`src/rtl/nor_meter_pkg.sv`:
```
// Shared definitions for nor_activity_meter.
//   meter_state_e : measurement FSM encoding (IDLE=0, RUN=1, DONE=2)
//   sat_ovf       : 1 when acc + inc does not fit in `width` bits
//   sat_add       : acc + inc clamped to all-ones of `width` bits (width < 64)
package nor_meter_pkg;

    typedef enum logic [1:0] {
        StIdle = 2'd0,
        StRun  = 2'd1,
        StDone = 2'd2
    } meter_state_e;

    function automatic logic sat_ovf(input logic [63:0] acc, input logic [63:0] inc,
                                     input int unsigned width);
        logic [64:0] sum;
        sum = {1'b0, acc} + {1'b0, inc};
        return (sum >> width) != 65'd0;
    endfunction

    function automatic logic [63:0] sat_add(input logic [63:0] acc, input logic [63:0] inc,
                                            input int unsigned width);
        logic [63:0] mask;
        mask = (64'd1 << width) - 64'd1;
        if (sat_ovf(acc, inc, width)) begin
            return mask;
        end
        return acc + inc;
    endfunction

endpackage

```
`src/rtl/nor_activity_meter_if.sv`:
```
// Gate/metering bus of nor_activity_meter.
//   master : drives in_bits, meas_start, meas_stop, clr; observes the outputs
//   slave  : the meter; drives q, toggle_count, power_acc, cnt_sat, pwr_sat, running
interface nor_activity_meter_if #(
    parameter int unsigned N_INPUTS = 2,
    parameter int unsigned CNT_W    = 16,
    parameter int unsigned PWR_W    = 24
);
    logic [N_INPUTS-1:0] in_bits;
    logic                meas_start;
    logic                meas_stop;
    logic                clr;
    logic                q;
    logic [CNT_W-1:0]    toggle_count;
    logic [PWR_W-1:0]    power_acc;
    logic                cnt_sat;
    logic                pwr_sat;
    logic                running;

    modport master (
        output in_bits, meas_start, meas_stop, clr,
        input  q, toggle_count, power_acc, cnt_sat, pwr_sat, running
    );

    modport slave (
        input  in_bits, meas_start, meas_stop, clr,
        output q, toggle_count, power_acc, cnt_sat, pwr_sat, running
    );
endinterface

```
`src/rtl/nor_popcount.sv`:
```
// Number of set bits in i_bits.
//   i_bits  : N_INPUTS-bit vector
//   o_count : population count, $clog2(N_INPUTS+1) bits
module nor_popcount #(
    parameter int unsigned  N_INPUTS = 2,
    localparam int unsigned OUT_W    = $clog2(N_INPUTS + 1)
) (
    input  logic [N_INPUTS-1:0] i_bits,
    output logic [OUT_W-1:0]    o_count
);
    always_comb begin
        o_count = '0;
        for (int i = 0; i < N_INPUTS; i++) begin
            o_count = o_count + OUT_W'(i_bits[i]);
        end
    end
endmodule

```
`src/rtl/nor_activity_meter.sv`:
```
// N-input NOR gate with registered output and windowed switching-activity metering.
// Counts q transitions and charges E_OUT per q transition plus E_IN per toggling input bit,
// only while the measurement FSM is in RUN. Both accumulators saturate with sticky flags.
//   i_clk   : rising-edge clock
//   i_reset : synchronous active-high reset
//   io_bus  : nor_activity_meter_if slave (in_bits, meas_start/stop, clr in; q, counters out)
// Build option NOR_GLITCH_FILTER_EN: q only follows ~|in_bits once it has held for two
// consecutive edges (2-cycle latency, single-cycle pulses are swallowed).
module nor_activity_meter
    import nor_meter_pkg::*;
#(
    parameter int unsigned N_INPUTS = 2,
    parameter int unsigned CNT_W    = 16,
    parameter int unsigned PWR_W    = 24,
    parameter int unsigned E_OUT    = 8,
    parameter int unsigned E_IN     = 1
) (
    input logic                  i_clk,
    input logic                  i_reset,
    nor_activity_meter_if.slave  io_bus
);
    localparam int unsigned PC_W = $clog2(N_INPUTS + 1);

    meter_state_e        r_state;
    logic                r_running;
    logic                r_q;
    logic [N_INPUTS-1:0] r_in_prev;
    logic [CNT_W-1:0]    r_cnt;
    logic [PWR_W-1:0]    r_pwr;
    logic                r_cnt_sat;
    logic                r_pwr_sat;

    logic                w_nor;
    logic                w_q_d;
    logic                w_q_tog;
    logic [PC_W-1:0]     w_in_tog;
    logic                w_start;
    logic                w_stop;
    logic                w_count_en;
    logic [63:0]         w_pwr_inc;
    logic                w_cnt_ovf;
    logic                w_pwr_ovf;
    logic [CNT_W-1:0]    w_cnt_next;
    logic [PWR_W-1:0]    w_pwr_next;

    assign w_nor = ~|io_bus.in_bits;

`ifdef NOR_GLITCH_FILTER_EN
    logic r_filt;

    always_ff @(posedge i_clk) begin
        if (i_reset) begin
            r_filt <= 1'b1;
        end else begin
            r_filt <= w_nor;
        end
    end

    // Accept a new gate value only once it matches the previous edge's sample.
    assign w_q_d = (w_nor == r_filt) ? w_nor : r_q;
`else
    assign w_q_d = w_nor;
`endif

    assign w_q_tog = w_q_d ^ r_q;

    nor_popcount #(
        .N_INPUTS (N_INPUTS)
    ) u_popcount (
        .i_bits  (io_bus.in_bits ^ r_in_prev),
        .o_count (w_in_tog)
    );

    // In RUN a simultaneous stop beats start; elsewhere start wins.
    assign w_start    = io_bus.meas_start && !(r_state == StRun && io_bus.meas_stop);
    assign w_stop     = io_bus.meas_stop && (r_state == StRun);
    assign w_count_en = (r_state == StRun) && !w_start;

    assign w_pwr_inc  = 64'(E_OUT) * 64'(w_q_tog) + 64'(E_IN) * 64'(w_in_tog);
    assign w_cnt_ovf  = sat_ovf(64'(r_cnt), 64'(w_q_tog), CNT_W);
    assign w_pwr_ovf  = sat_ovf(64'(r_pwr), w_pwr_inc, PWR_W);
    assign w_cnt_next = CNT_W'(sat_add(64'(r_cnt), 64'(w_q_tog), CNT_W));
    assign w_pwr_next = PWR_W'(sat_add(64'(r_pwr), w_pwr_inc, PWR_W));

    always_ff @(posedge i_clk) begin
        if (i_reset) begin
            r_state   <= StIdle;
            r_running <= 1'b0;
            r_q       <= 1'b1;
            r_in_prev <= '0;
            r_cnt     <= '0;
            r_pwr     <= '0;
            r_cnt_sat <= 1'b0;
            r_pwr_sat <= 1'b0;
        end else begin
            r_q       <= w_q_d;
            r_in_prev <= io_bus.in_bits;

            if (w_start) begin
                r_state   <= StRun;
                r_running <= 1'b1;
            end else if (w_stop) begin
                r_state   <= StDone;
                r_running <= 1'b0;
            end

            // Start and clr both zero the window; either overrides this edge's increment.
            if (w_start || io_bus.clr) begin
                r_cnt     <= '0;
                r_pwr     <= '0;
                r_cnt_sat <= 1'b0;
                r_pwr_sat <= 1'b0;
            end else if (w_count_en) begin
                r_cnt     <= w_cnt_next;
                r_pwr     <= w_pwr_next;
                r_cnt_sat <= r_cnt_sat | w_cnt_ovf;
                r_pwr_sat <= r_pwr_sat | w_pwr_ovf;
            end
        end
    end

    assign io_bus.q            = r_q;
    assign io_bus.toggle_count = r_cnt;
    assign io_bus.power_acc    = r_pwr;
    assign io_bus.cnt_sat      = r_cnt_sat;
    assign io_bus.pwr_sat      = r_pwr_sat;
    assign io_bus.running      = r_running;
endmodule
```
`src/flat_wrapper.sv`:
```
// flat-port wrapper written by rule: the top's interface ports become plain ports
module nor_activity_meter_flat import nor_meter_pkg::*;
#(
    parameter int unsigned N_INPUTS = 2,
    parameter int unsigned CNT_W    = 16,
    parameter int unsigned PWR_W    = 24,
    parameter int unsigned E_OUT    = 8,
    parameter int unsigned E_IN     = 1
)
  (i_clk, i_reset, io_bus_in_bits, io_bus_meas_start, io_bus_meas_stop, io_bus_clr, io_bus_q, io_bus_toggle_count, io_bus_power_acc, io_bus_cnt_sat, io_bus_pwr_sat, io_bus_running);
  nor_activity_meter_if #(.N_INPUTS(N_INPUTS), .CNT_W(CNT_W), .PWR_W(PWR_W)) io_bus_i ();
  input logic i_clk;
  input logic i_reset;
  input wire logic [$bits(io_bus_i.in_bits)-1:0] io_bus_in_bits;
  input wire logic [$bits(io_bus_i.meas_start)-1:0] io_bus_meas_start;
  input wire logic [$bits(io_bus_i.meas_stop)-1:0] io_bus_meas_stop;
  input wire logic [$bits(io_bus_i.clr)-1:0] io_bus_clr;
  output wire logic [$bits(io_bus_i.q)-1:0] io_bus_q;
  output wire logic [$bits(io_bus_i.toggle_count)-1:0] io_bus_toggle_count;
  output wire logic [$bits(io_bus_i.power_acc)-1:0] io_bus_power_acc;
  output wire logic [$bits(io_bus_i.cnt_sat)-1:0] io_bus_cnt_sat;
  output wire logic [$bits(io_bus_i.pwr_sat)-1:0] io_bus_pwr_sat;
  output wire logic [$bits(io_bus_i.running)-1:0] io_bus_running;
  assign io_bus_i.in_bits = io_bus_in_bits;
  assign io_bus_i.meas_start = io_bus_meas_start;
  assign io_bus_i.meas_stop = io_bus_meas_stop;
  assign io_bus_i.clr = io_bus_clr;
  assign io_bus_q = io_bus_i.q;
  assign io_bus_toggle_count = io_bus_i.toggle_count;
  assign io_bus_power_acc = io_bus_i.power_acc;
  assign io_bus_cnt_sat = io_bus_i.cnt_sat;
  assign io_bus_pwr_sat = io_bus_i.pwr_sat;
  assign io_bus_running = io_bus_i.running;
  nor_activity_meter #(.N_INPUTS(N_INPUTS), .CNT_W(CNT_W), .PWR_W(PWR_W), .E_OUT(E_OUT), .E_IN(E_IN)) u_core (.i_clk(i_clk), .i_reset(i_reset), .io_bus(io_bus_i));
endmodule
```
`config.mk`:
```
export PLATFORM = sky130hd
export DESIGN_NAME = nor_activity_meter_flat
export DESIGN_NICKNAME = d
export VERILOG_FILES = /design/src/rtl/nor_meter_pkg.sv /design/src/rtl/nor_activity_meter_if.sv /design/src/rtl/nor_popcount.sv /design/src/rtl/nor_activity_meter.sv /design/src/flat_wrapper.sv
export SDC_FILE = /design/constraint.sdc
export NUM_CORES = 1
export LEC_CHECK = 0
export BUFFER_PORTS_ARGS = -buffer_cell sky130_fd_sc_hd__buf_2
export CAP_MARGIN = 20
export CORE_MARGIN = 2
export CORE_UTILIZATION = 56
export CTS_BUF_LIST = sky130_fd_sc_hd__clkbuf_8
export DETAILED_ROUTE_END_ITERATION = 8
export PLACE_DENSITY_LB_ADDON = 0.3
export SLEW_MARGIN = 15
export SYNTH_ARGS = -nofsm -noshare
export SYNTH_HDL_FRONTEND = slang
export SYNTH_SLANG_ARGS = --single-unit
```
`constraint.sdc`:
```
create_clock -name i_clk -period 3.65 [get_ports i_clk]
set_clock_uncertainty 0.1 [all_clocks]
set_input_delay 0.5475 -clock i_clk [delete_from_list [all_inputs] [get_ports i_clk]]
set_output_delay 0.5475 -clock i_clk [all_outputs]
set_load 0.05 [all_outputs]
```
After elaboration in Yosys (flattened, before gate mapping)
Index checks and enable logic that the tools add are counted.
- register bits: 48
- word-level logic and storage cells: 43
- output and inout bits: 44
- input bits: 7
- mux-type cells: 10
- eq/ne operators: 1
- add/sub/neg operators: 6
- reduce and logical (&&, ||, !) cells: 13
- bitwise operators: 4
- operator list (kind ; number):
    $reduce_bool 65->1 ; 2
    $add 24x64->65 ; 1
    $mux 24 ; 2
    $mux 16 ; 2
    $add 24x5->24 ; 1
    $add 16x1->17 ; 1
    $add 16x1->16 ; 1
    $mux 1 ; 6
    $reduce_or 2->1 ; 3
    $add 4x2->5 ; 1
    $logic_and 1x1->1 ; 3
    $logic_not 1->1 ; 3
    $add 1x1->2 ; 1
    $eq 2x1->1 const B ; 1
    $or 1x1->1 ; 2
    $reduce_bool 2->1 ; 1
    $xor 2x2->2 ; 1
    $logic_or 1x1->1 ; 1
    $xor 1x1->1 ; 1

Depth between registers and ports, before layout
- word-level depth: 8
- gate-level depth with buffers: 11
- mapped depth without buffers: 9

Hierarchy
Synthesis repeated with hierarchy kept, for this count alone.
- cells, all modules: 260
- area, all modules: 2337.2 um^2
- modules (own cells, without submodules) (module ; times used ; sequential area each (um^2) ; cells each ; area each (um^2)):
    nor_activity_meter ; 1 ; 940.9 ; 259 ; 2324.7
    nor_popcount ; 1 ; 0.0 ; 1 ; 12.5

Worst setup path after synthesis
No wires, ideal clock.
- path kind: input to register
- start: input io_bus_in_bits[0]
- end: register u_core.r_pwr[20], in the netlist u_core.io_bus.power_acc[20]
- cell stages on the path: 10
- path slack: 0.809 ns
- setup time: 0.092 ns
- arrival time: 2.649 ns
- data required time: 3.458 ns
- path buffers: 1
- path through: xor2_1 > ha_1 > ha_1 > fa_1 > a31oi_1 > nor3_4 > and4_1 > clkbuf_1 > and3_1 > nor4_1
- cells in the longest elaborated chain, start to end: 8
- elaborated cells between the ends (all ways): 11
- those cells by class: add/sub (4); mux (2); bitwise (2); reduce/logical (3)
- RTL lines (what ; line ; RTL):
    start: declaration ; flat_wrapper.sv:14 ; input wire logic [$bits(io_bus_i.in_bits)-1:0] io_bus_in_bits;
    $reduce_or 2->1 ; nor_activity_meter.sv:46 ; assign w_nor = ~|io_bus.in_bits;
    $logic_not 1->1 ; nor_activity_meter.sv:46 ;
    $xor 1x1->1 ; nor_activity_meter.sv:65 ; assign w_q_tog = w_q_d ^ r_q;
    $add 4x2->5 * ; nor_activity_meter.sv:79 ; assign w_pwr_inc = 64'(E_OUT) * 64'(w_q_tog) + 64'(E_IN) * 64'(w_in_tog);
    $add 24x64->65 ; nor_meter_pkg.sv:16 ; sum = {1'b0, acc} + {1'b0, inc};
    $reduce_bool 65->1 ; nor_meter_pkg.sv:17 ; return (sum >> width) != 65'd0;
    $mux 1 ; nor_meter_pkg.sv:24 ; if (sat_ovf(acc, inc, width)) begin
    $mux 24 * ; nor_meter_pkg.sv:27 ; return acc + inc;
    end signal: assignment ; nor_activity_meter.sv:115 ; r_pwr <= w_pwr_next;
    end: declaration ; nor_activity_meter.sv:29 ; logic [PWR_W-1:0] r_pwr;
Mark *: on every way between the ends. The rest lies on a longest branch, timed or not.
A chain may end at the register's enable or synchronous reset.

Worst setup path in the final report
- start: input io_bus_in_bits[0]
- end: register u_core.r_pwr_sat, in the netlist u_core.io_bus.pwr_sat
- cells in the longest elaborated chain, start to end: 7
- elaborated cells between the ends (all ways): 9
- those cells by class: add/sub (3); bitwise (3); reduce/logical (3)
- RTL lines (what ; line ; RTL):
    $reduce_or 2->1 ; nor_activity_meter.sv:46 ;
    $logic_not 1->1 ; nor_activity_meter.sv:46 ;
    $xor 1x1->1 ; nor_activity_meter.sv:65 ;
    $add 4x2->5 * ; nor_activity_meter.sv:79 ;
    $add 24x64->65 * ; nor_meter_pkg.sv:16 ;
    $reduce_bool 65->1 * ; nor_meter_pkg.sv:17 ;
    $or 1x1->1 * ; nor_activity_meter.sv:117 ; r_pwr_sat <= r_pwr_sat | w_pwr_ovf;
    end signal: assignment ; nor_activity_meter.sv:117 ;
    end: declaration ; nor_activity_meter.sv:31 ; logic r_pwr_sat;
Marks and branches as above.

==> impl_metrics.py <==
metrics = {
    "outcome": {
        "outcome": "finished, final reports clean",
    },
    "setup_path": {
        "cp-end-kind": "flop",
        "crit_path_start": "io_bus_in_bits[0]",
        "crit_type": "in -> reg",
        "rr_endpoint": "u_core.io_bus.pwr_sat",
        "cp_max_fo": 15,
        "startpoint_type": "input pin",
        "endpoint": "u_core.io_bus.pwr_sat",
        "timing.reg2reg.setup_slack_ns": 0.90,
        "arrival_ns": 2.95,
        "ff2ff_path_depth": 9,
        "cp_data_required_time_ns": 3.78,
        "rr_startpoint": "u_core.r_in_prev[0]",
    },
    "global_route": {
        "gr-total-overflow": 0,
        "grt_pass1_wl_um": 8170,
        "grtUsageTotal_pct": 23.1,
        "antenna_found_initial": 0,
        "grt_pass1_vias": 1817,
        "grt_max_degree": 43,
    },
    "cts": {
        "holdBufCountCts": 0,
        "post-cts-setup-buffers": 0,
        "cts_root_buffer": "clkbuf_8",
        "ctsResizeCount": 0,
        "cts_tree": "built",
        "path_clk_slew_ns": 0.08,
        "cts_made_buffers": 5,
        "h-tree-depth": 2,
        "cts.sinks": 47,
        "clkLatencyLatePin_ns": 0.30,
        "cts_buffer_depth": 2,
    },
    "floorplan": {
        "start_util_pct": 57.6,
        "ios": 51,
        "core.rowCount": 23,
        "fp.dieW_um": 67.9,
        "die-area_um2": 4610,
        "fp.dieH_um": 67.9,
        "coreArea_um2": 3970,
    },
    "sta": {
        "finalSetupTns_ns": 0,
        "final_max_slew_viol_count": 0,
        "whs_ns": 0.347,
        "fmax_ghz": 0.355,
        "tightest_slew_ns": 0.627,
        "fin_crit_sh_pct": 77.3,
        "slew_headroom_pct": 57.9,
        "period_needed_ns": 2.82,
        "setup_viol": 0,
        "hold_viol_final": 0,
        "rsz0062_at_grt": "no",
    },
    "run": {
        "maxCapViolations": 0,
    },
    "detailed_routing": {
        "viasPerCell": 5.63,
        "wirelength_um": 4780,
        "vias": 1988,
        "wl_per_cell_um": 13.5,
        "drc": 0,
        "first_iter_violations": 119,
        "ant_nets": 0,
        "first_pass_iters": 4,
    },
    "synthesis": {
        "netlist_top_cells_area": "dfxtp_1 (41%), xor2_1 (9.6%), a21oi_1 (7.4%)",
        "synth_edf_count": 0,
        "synthTopCellsByCount": "dfxtp_1 (47), a21oi_1 (34), xor2_1 (25), nand2_1 (18), nand3_1 (16)",
        "ys_ff_latch": 47,
        "synth_top_area_share_pct": 41.1,
        "async_reset_ff_share_pct": 0,
        "synthesis.area_um2": 2290,
        "synth_nets": 268,
        "seq_area_frac_synth_pct": 41.1,
        "yosysMostFrequentCell": "dfxtp_1",
        "yosys.area.top_type": "dfxtp_1",
        "synthCells": 254,
        "avgSynthCellArea_um2": 9.00,
        "yosys_most_used_dff": "dfxtp_1",
        "ys_types": 42,
        "yosysWarnings": 0,
    },
    "cells_and_area": {
        "finalNetCount": 318,
        "drive_gt1_share_pct": 21.5,
        "multi_input_area_um2": 1280,
        "antennaDiodeCount": 0,
        "regArea_um2": 941,
        "area_delta_synth_final_pct": 15.9,
        "fillerInstances": 362,
    },
    "power_and_ir_drop": {
        "leakagePower_nw": 1.09,
        "p_total_mw": 0.871,
        "power_density_nw_per_um2": 328,
        "peakVddDrop_v": 0.000251,
    },
    "placement": {
        "gp_congestion": 0.876,
        "portBuffers": 50,
        "post-dp-hpwl_um": 3350,
    },
    "worst_hold_path": {
        "holdCritPathClass": "reg -> reg",
    },
}
## where the power goes
| group | switching [mW] | internal [mW] |
|---|---|---|
| Combinational | 0.0399 | 0.0211 |
| Clock | 0.164 | 0.125 |
| Sequential | 0.00355 | 0.517 |
## final cells by class
cell class                 count  share of cell area [%]
multi-input combinational    193                    48.4
sequential                    47                    35.5
timing repair buffer          54                    10.6
clock buffer                   5                    2.60
tap                           50                    2.36
inverter                       3                   0.425
clock inverter                 1                   0.142
## critical path, cell delays in order
cell     delay (ns)
buf_2          0.11
xor2_1         0.16
ha_1           0.28
ha_1           0.17
fa_1           0.19
a31oi_1        0.15
nor3_4         0.39
nand3_2        0.13
or3_1          0.59
a21oi_1        0.23
## placed cells by master, fill, tap and decap left out, types with 2 or more instances in the layout
cell      synthesis  routed
mux2i_1           6       6
xor2_1           25      25
buf_4             0       4
and3_1           11      11
xnor2_1           2       2
inv_1             3       4
nand4_1          10      10
dfxtp_1          47      47
clkbuf_8          0       5
ha_1              6       6
nor2_1           13      13
and2_1            5       5
a41oi_1           2       2
nand3_1          16      16
and4b_1           2       2
nand2_1          18      18
a21oi_1          34      34
nor3_1           11      11
nor2b_1           4       4
a31oi_1           3       3
buf_2             2      50
a211oi_1          2       2
and4_1            4       4
## cell families (layout without fill, tap and decap cells)
kind of cell | count (synthesis) | count (layout) | share of synthesized area (%)
XOR/XNOR | 27 | 27 | 10.3
adder cells (fa/ha/maj) | 7 | 7 | 4.16
flip-flops | 47 | 47 | 41.1
multiplexers | 6 | 6 | 2.63
buffers and inverters | 14 | 63 | 2.74
AND/OR/NAND/NOR | 106 | 106 | 27.1
AO/OA/AOI/OAI | 47 | 47 | 11.9
## how the worst min path moves through the flow
stage                               start               endpoint  slack, ns  cells past startpoint
floorplan               u_core.r_state[1]      u_core.r_state[1]       0.36                      2
global placement    u_core.io_bus.cnt_sat  u_core.io_bus.cnt_sat       0.33                      2
detailed placement  u_core.io_bus.cnt_sat  u_core.io_bus.cnt_sat       0.34                      2
CTS                 u_core.io_bus.cnt_sat  u_core.io_bus.cnt_sat       0.35                      2
global route                      i_reset  u_core.io_bus.running       0.36                      2
finish              u_core.io_bus.cnt_sat  u_core.io_bus.cnt_sat       0.35                      2
## routing by layer
layer	part of all wire (%)	GRT usage, %	vias up
met5	0	0	-
met4	1.1	6.50	0
met3	4.6	5.43	6
met2	48	39.8	42
met1	46	28.8	926
li1	-	-	1014
## through the flow
stage               util [%]  worst slack, ns  cells  area, um^2
floorplan                  -            0.809    254        2290
global placement        64.9            0.583    347        2580
detailed placement      64.9            0.528    347        2580
CTS                     66.8            0.838    353        2650
global route            66.8            0.674    353        2650
finish                  66.8            0.829    353        2650
## state kept, by name, summed over array words and instances (netlist names)
| register | cells |
|---|---|
| u_core.r_state | 1 |
| u_core.io_bus.q | 1 |
| u_core.io_bus.cnt_sat | 1 |
| u_core.io_bus.running | 1 |
| u_core.io_bus.pwr_sat | 1 |
| u_core.r_in_prev | 2 |
| u_core.io_bus.toggle_count | 16 |
| u_core.io_bus.power_acc | 24 |
Note: power is estimated with default switching activity, not from simulation.
